`config.mk`:
```
export PLATFORM = sky130hd
export DESIGN_NAME = cache_read_mux_flat
export DESIGN_NICKNAME = d
export VERILOG_FILES = /design/src/rtl/cache_read_mux_pkg.sv /design/src/rtl/cache_read_mux_if.sv /design/src/rtl/cache_read_mux_way_encoder.sv /design/src/rtl/cache_read_mux.sv /design/src/flat_wrapper.sv
export SDC_FILE = /design/constraint.sdc
export NUM_CORES = 1
export LEC_CHECK = 0
export CORE_MARGIN = 8
export CORE_UTILIZATION = 43
export DETAILED_ROUTE_END_ITERATION = 8
export GPL_ROUTABILITY_DRIVEN = 0
export GPL_TIMING_DRIVEN = 0
export HOLD_SLACK_MARGIN = 0.12
export PLACE_DENSITY_LB_ADDON = 0.3
export SYNTH_ARGS = -nofsm -noshare
export SYNTH_HDL_FRONTEND = slang
export SYNTH_SLANG_ARGS = --single-unit
```
`constraint.sdc`:
```
create_clock -name clk -period 4.6 [get_ports clk]
set_clock_uncertainty 0.15 [all_clocks]
set_input_delay 0.69 -clock clk [delete_from_list [all_inputs] [get_ports clk]]
set_output_delay 0.69 -clock clk [all_outputs]
set_load 0.05 [all_outputs]
```
`src/rtl/cache_read_mux_pkg.sv`:
```
// rtl/cache_read_mux_pkg.sv - shared constants, load encodings and decode helper
package cache_pkg;

  localparam int WORD_W    = 32;
  localparam int DEF_WAYS  = 2;
  localparam int DEF_WORDS = 4;

  typedef enum logic [2:0] {
    LT_LB  = 3'b000,
    LT_LH  = 3'b001,
    LT_LW  = 3'b010,
    LT_LBU = 3'b100,
    LT_LHU = 3'b101
  } load_e;

  // Reserved funct3 codes fall back to a full-word load.
  function automatic load_e decode_load(input logic [2:0] funct3);
    case (funct3)
      3'b000:  return LT_LB;
      3'b001:  return LT_LH;
      3'b100:  return LT_LBU;
      3'b101:  return LT_LHU;
      default: return LT_LW;
    endcase
  endfunction

endpackage

```
`src/rtl/cache_read_mux_if.sv`:
```
// rtl/cache_read_mux_if.sv - request/response bundle between cache arrays and load path
interface cache_read_mux_if
  import cache_pkg::*;
#(
  parameter int WAYS  = DEF_WAYS,
  parameter int WORDS = DEF_WORDS
) ();

  localparam int OFF_W = $clog2(WORDS) + 2;

  logic                        req_valid;
  logic                        stall;
  logic [WAYS-1:0]             hit;
  logic [WAYS*WORDS*WORD_W-1:0] line_data;
  logic [OFF_W-1:0]            addr_off;
  logic [2:0]                  load_type;

  logic [WORD_W-1:0]           rdata;
  logic                        rdata_valid;
  logic                        miss;
  logic                        multi_hit;
  logic                        misalign;
  logic [31:0]                 hit_cnt;
  logic [31:0]                 miss_cnt;

  modport master (
    output req_valid, stall, hit, line_data, addr_off, load_type,
    input  rdata, rdata_valid, miss, multi_hit, misalign, hit_cnt, miss_cnt
  );

  modport slave (
    input  req_valid, stall, hit, line_data, addr_off, load_type,
    output rdata, rdata_valid, miss, multi_hit, misalign, hit_cnt, miss_cnt
  );

endinterface

```
`src/rtl/cache_read_mux_way_encoder.sv`:
```
// rtl/cache_read_mux_way_encoder.sv - hit vector to lowest-set way index plus zero/one/many flags
module way_encoder #(
  parameter int WAYS = 2
) (
  input  logic [WAYS-1:0]         i_hit,
  output logic [$clog2(WAYS)-1:0] o_idx,
  output logic                    o_zero,
  output logic                    o_one,
  output logic                    o_many
);

  localparam int IDX_W = $clog2(WAYS);

  logic w_many;

  // Descending scan so the lowest set bit wins.
  always_comb begin
    o_idx = '0;
    for (int w = WAYS - 1; w >= 0; w--) begin
      if (i_hit[w]) o_idx = IDX_W'(w);
    end
  end

  assign w_many = |(i_hit & (i_hit - WAYS'(1)));
  assign o_zero = ~|i_hit;
  assign o_many = w_many;
  assign o_one  = ~o_zero & ~w_many;

endmodule

```
`src/rtl/cache_read_mux.sv`:
```
// rtl/cache_read_mux.sv - way/word select, load extraction and extension, registered flags and counters
module cache_read_mux
  import cache_pkg::*;
#(
  parameter int WAYS  = DEF_WAYS,
  parameter int WORDS = DEF_WORDS
) (
  input  logic clk,
  input  logic rst,
  cache_read_mux_if.slave bus
);

  localparam int IDX_W = $clog2(WAYS);

  logic [IDX_W-1:0]  w_idx;
  logic              w_zero;
  logic              w_one;
  logic              w_many;
  logic [31:0]       w_widx;
  logic [WORD_W-1:0] w_word;
  logic [7:0]        w_byte;
  logic [15:0]       w_half;
  load_e             w_lt;
  logic [WORD_W-1:0] w_ext;
  logic              w_misalign;
  logic              w_accept;

  logic [WORD_W-1:0] r_rdata;
  logic              r_rdata_valid;
  logic              r_miss;
  logic              r_multi_hit;
  logic              r_misalign;
  logic [31:0]       r_hit_cnt;
  logic [31:0]       r_miss_cnt;

  way_encoder #(.WAYS(WAYS)) u_way_encoder (
    .i_hit  (bus.hit),
    .o_idx  (w_idx),
    .o_zero (w_zero),
    .o_one  (w_one),
    .o_many (w_many)
  );

  assign w_widx = 32'(bus.addr_off) >> 2;

  always_comb begin
    w_word = '0;
    for (int w = 0; w < WAYS; w++) begin
      for (int k = 0; k < WORDS; k++) begin
        if (w_idx == IDX_W'(w) && w_widx == 32'(k))
          w_word = bus.line_data[(w*WORDS+k)*WORD_W +: WORD_W];
      end
    end
  end

  always_comb begin
    w_byte = w_word[7:0];
    case (bus.addr_off[1:0])
      2'd0: w_byte = w_word[7:0];
      2'd1: w_byte = w_word[15:8];
      2'd2: w_byte = w_word[23:16];
      2'd3: w_byte = w_word[31:24];
      default: w_byte = w_word[7:0];
    endcase
  end

  assign w_half = bus.addr_off[1] ? w_word[31:16] : w_word[15:0];
  assign w_lt   = decode_load(bus.load_type);

  always_comb begin
    w_ext      = w_word;
    w_misalign = 1'b0;
    case (w_lt)
      LT_LB:  w_ext = {{24{w_byte[7]}}, w_byte};
      LT_LBU: w_ext = {24'd0, w_byte};
      LT_LH: begin
        w_ext      = {{16{w_half[15]}}, w_half};
        w_misalign = bus.addr_off[0];
      end
      LT_LHU: begin
        w_ext      = {16'd0, w_half};
        w_misalign = bus.addr_off[0];
      end
      default: begin
        w_ext      = w_word;
        w_misalign = |bus.addr_off[1:0];
      end
    endcase
  end

  assign w_accept = bus.req_valid & ~bus.stall;

  always_ff @(posedge clk or posedge rst) begin
    if (rst) begin
      r_rdata       <= '0;
      r_rdata_valid <= 1'b0;
      r_miss        <= 1'b0;
      r_multi_hit   <= 1'b0;
      r_misalign    <= 1'b0;
      r_hit_cnt     <= '0;
      r_miss_cnt    <= '0;
    end else if (!bus.stall) begin
      if (w_accept) begin
        r_rdata       <= w_ext;
        r_rdata_valid <= w_one & ~w_misalign;
        r_miss        <= w_zero;
        r_multi_hit   <= w_many;
        r_misalign    <= w_misalign;
        if (w_one && r_hit_cnt != '1)
          r_hit_cnt <= r_hit_cnt + 32'd1;
        if (w_zero && r_miss_cnt != '1)
          r_miss_cnt <= r_miss_cnt + 32'd1;
      end else begin
        // Idle cycle clears flags but keeps the last data visible.
        r_rdata_valid <= 1'b0;
        r_miss        <= 1'b0;
        r_multi_hit   <= 1'b0;
        r_misalign    <= 1'b0;
      end
    end
  end

  assign bus.rdata       = r_rdata;
  assign bus.rdata_valid = r_rdata_valid;
  assign bus.miss        = r_miss;
  assign bus.multi_hit   = r_multi_hit;
  assign bus.misalign    = r_misalign;
  assign bus.hit_cnt     = r_hit_cnt;
  assign bus.miss_cnt    = r_miss_cnt;

endmodule

```
`src/flat_wrapper.sv`:
```
// flat-port wrapper written by rule: the top's interface ports become plain ports
module cache_read_mux_flat import cache_pkg::*;
#(
  parameter int WAYS  = DEF_WAYS,
  parameter int WORDS = DEF_WORDS
)
  (clk, rst, bus_req_valid, bus_stall, bus_hit, bus_line_data, bus_addr_off, bus_load_type, bus_rdata, bus_rdata_valid, bus_miss, bus_multi_hit, bus_misalign, bus_hit_cnt, bus_miss_cnt);
  cache_read_mux_if #(.WAYS(WAYS), .WORDS(WORDS)) bus_i ();
  input  logic clk;
  input  logic rst;
  input wire logic [$bits(bus_i.req_valid)-1:0] bus_req_valid;
  input wire logic [$bits(bus_i.stall)-1:0] bus_stall;
  input wire logic [$bits(bus_i.hit)-1:0] bus_hit;
  input wire logic [$bits(bus_i.line_data)-1:0] bus_line_data;
  input wire logic [$bits(bus_i.addr_off)-1:0] bus_addr_off;
  input wire logic [$bits(bus_i.load_type)-1:0] bus_load_type;
  output wire logic [$bits(bus_i.rdata)-1:0] bus_rdata;
  output wire logic [$bits(bus_i.rdata_valid)-1:0] bus_rdata_valid;
  output wire logic [$bits(bus_i.miss)-1:0] bus_miss;
  output wire logic [$bits(bus_i.multi_hit)-1:0] bus_multi_hit;
  output wire logic [$bits(bus_i.misalign)-1:0] bus_misalign;
  output wire logic [$bits(bus_i.hit_cnt)-1:0] bus_hit_cnt;
  output wire logic [$bits(bus_i.miss_cnt)-1:0] bus_miss_cnt;
  assign bus_i.req_valid = bus_req_valid;
  assign bus_i.stall = bus_stall;
  assign bus_i.hit = bus_hit;
  assign bus_i.line_data = bus_line_data;
  assign bus_i.addr_off = bus_addr_off;
  assign bus_i.load_type = bus_load_type;
  assign bus_rdata = bus_i.rdata;
  assign bus_rdata_valid = bus_i.rdata_valid;
  assign bus_miss = bus_i.miss;
  assign bus_multi_hit = bus_i.multi_hit;
  assign bus_misalign = bus_i.misalign;
  assign bus_hit_cnt = bus_i.hit_cnt;
  assign bus_miss_cnt = bus_i.miss_cnt;
  cache_read_mux #(.WAYS(WAYS), .WORDS(WORDS)) u_core (.clk(clk), .rst(rst), .bus(bus_i));
endmodule
```
==> qor.yml <==
grt:
  grt_usage_pct: 32.57
  grt_pass1_wl_um: 58600
  antenna_found_initial: 6
  grt_pass1_vias: 9500
  grt-ovfl-total: 0
  grt_max_degree: 53
detailed_routing:
  wl_um: 39670
  vias: 9727
  drt_iter0_drc: 1246
  postRouteAntennaNets: 0
  vias_per_cell: 6.239
  first_pass_iters: 6
  wire_per_inst_um: 25.44
  remaining_drc_errors: 0
synthesis:
  synth_warnings: 0
  yosys.area.top_type: "dfrtp_1"
  synth_top_area_share_pct: 31.48
  synth.most_common_cell: "dfrtp_1"
  synth_area_leaders: "dfrtp_1 (31%), nand2_1 (4.4%), a21oi_1 (4.3%)"
  synth_nets: 1219
  async_flop_share_pct: 100.0
  synth_flop_cell: "dfrtp_1"
  ys_seq_area_share_pct: 31.48
  synth-seq-cells: 100
  syn_inst: 944
  synth_edf_count: 0
  ys_types: 78
  synth_common_cells: "dfrtp_1 (100), nand2_1 (94), nor2_1 (90)"
  syn_area_per_cell_um2: 8.422
  syn_area_mm2: 0.007950
power_and_ir_drop:
  p_leak_nw: 4.853
  power.density_mw_per_mm2: 256.3
  irDropWorstVdd_v: 0.0002765
worst_setup_path:
  start_kind: "input pin"
  path_max_fanout: 10
  worstPathCellList: "clkdlybuf4s50_1 -> ha_1 -> buf_2 -> inv_1 -> clkbuf_1 -> a32o_1 -> a222oi_1 -> o22ai_1 -> nand2_1 -> a31oi_1"
  crit_path_end_kind: "flop"
  worst-path-buf-inv: 4
  path_depth: 10
  required_ns: 4.66
  arrival_ns: 4.07
  critPathKind: "input pin to flop"
  ff2ff_path_depth: 5
  slowest_stage: "a222oi_1"
  ff2ff_setup_slack_ns: 2.15
  path_delay_family: "compound AO/OA/AOI/OAI gates"
  r2r-end: "u_core.bus.miss_cnt[1]$_DFFE_PP0P_"
  critPathMaxStageDelay_ns: 0.81
  r2r-start: "u_core.bus.miss_cnt[9]$_DFFE_PP0P_"
timing:
  holdWs_ns: 0.3354
  hold_viol: 0
  timing.fmax_mhz: 249.4
  slew_headroom_pct: 39.91
  tns_ns: 0
  setup_slack_ns: 0.5909
  finalCritPeriodShare_pct: 87.15
  tightestPinTransition_ns: 0.9014
  grt_setup_unrepaired: "no"
  setup_viol: 0
  drv_slew: 0
  period_minus_slack_ns: 4.009
final_layout:
  fin_area_mm2: 0.01220
  final_util_pct: 67.69
  multiInputGateArea_mm2: 0.004987
  fillers: 1545
  syn2layout_area_growth_pct: 53.48
  nets: 1595
  seq_area_mm2: 0.002502
  layout-drive-gt1-share_pct: 7.925
hold_path:
  holdPathStages: 1
  hold_path_end: "u_core.bus.hit_cnt[5]$_DFFE_PP0P_"
  min_from: "u_core.bus.hit_cnt[5]$_DFFE_PP0P_"
  hp-class: "flop to flop"
floorplan:
  dieWidth_um: 152.0
  coreArea_mm2: 0.01802
  rows: 49
  pin_count: 369
  dieHeight_um: 152.0
  start_util_pct: 44.11
  design.die.area_mm2: 0.02310
cts:
  cts_root_buf: "clkbuf_16"
  clk_latency_ns: 0.36
  h-tree-depth: 3
  clk_pin_slew_ns: 0.07
  post_cts_buffers: 0
  clock-sinks: 100
  clk_path_buf_depth: 2
  cts_buffers: 9
  hold_buffers: 0
  cts_resized: 0
  cts_tree: "yes"
place:
  placed_area_mm2: 0.01191
  dp.final_hpwl_um: 32330
  port_buffers: 364
  pre_cts_ws_ns: 0.5386
job:
  maxCapViolCount: 0
run_status:
  outcome: "finished, final reports clean"
per-layer routing:
| layer | global-route usage (%) | vias up | routed length, um | part of all wire, % |
|---|---|---|---|---|
| li1 | - | 4280 | - | - |
| met1 | 39.85 | 4546 | 14870 | 37 |
| met2 | 49.81 | 771 | 17640 | 44 |
| met3 | 12.05 | 128 | 5230 | 13 |
| met4 | 15.56 | 2 | 1909 | 4.8 |
| met5 | 0 | - | 16 | 0.040 |
report_power, final:
part | leakage [nW] | switching (W) | internal (W)
Sequential | 1.29 | 0.0000870 | 0.000966
Combinational | 3.44 | 0.000787 | 0.000564
Clock | 0.128 | 0.000341 | 0.000383
Total | 4.85 | 0.00122 | 0.00191
worst max-delay path by stage:
stage	startpoint	slack, ns	end
5_1_grt	bus_hit[0]	0.60	u_core.bus.rdata[13]$_DFFE_PP0P_
6_report	bus_hit[1]	0.59	u_core.bus.rdata[13]$_DFFE_PP0P_
4_1_cts	bus_hit[1]	0.87	u_core.bus.rdata[13]$_DFFE_PP0P_
3_3_place_gp	rst	-0.33	u_core.bus.rdata[3]$_DFFE_PP0P_
2_1_floorplan	rst	1.14	u_core.bus.hit_cnt[0]$_DFFE_PP0P_
3_5_place_dp	bus_hit[1]	0.54	u_core.bus.rdata[13]$_DFFE_PP0P_
registers in the layout, indices dropped and copies added (netlist names):
register                count
u_core.bus.hit_cnt         32
u_core.bus.miss_cnt        32
u_core.bus.rdata           32
u_core.bus.misalign         1
u_core.bus.miss             1
u_core.bus.multi_hit        1
u_core.bus.rdata_valid      1
placed cells by master (no fill, tap or decap), types with 19 or more instances in the layout:
cell / count
a21oi_1: 68
a31oi_1: 27
buf_2: 20
clkbuf_1: 29
clkdlybuf4s50_1: 364
dfrtp_1: 100
inv_1: 20
mux2_2: 19
mux2i_1: 33
nand2_1: 94
nand3_1: 35
nand4_1: 23
nor2_1: 90
o21ai_0: 43
xnor2_1: 32
xor2_1: 29
layout make-up:
| class | instances | area share (%) |
|---|---|---|
| multi-input cells | 755 | 40.87 |
| repair buffers | 365 | 30.09 |
| flip-flops and latches | 100 | 20.51 |
| plain buffers | 67 | 3.097 |
| well taps | 229 | 2.348 |
| clock buffers | 11 | 1.989 |
| inverters | 22 | 0.6973 |
| clock inverters | 5 | 0.2974 |
| diodes | 5 | 0.1025 |
through the flow:
step | cells | total power (W)
after detailed placement | 1538 | 0.002390
after global placement | 1537 | 0.002369
after global routing | 1559 | 0.003244
after CTS | 1554 | 0.003111
final | 1559 | 0.003127
after floorplan | 944 | 0.001776
cell families after synthesis:
group,share of synthesized area (%)
fa+ha+maj,0.9443
simple gates,22.91
xor+xnor,6.720
buf+inv,5.792
flops,31.48
mux,8.829
compound gates,23.32
(Power assumes the default switching activity.)
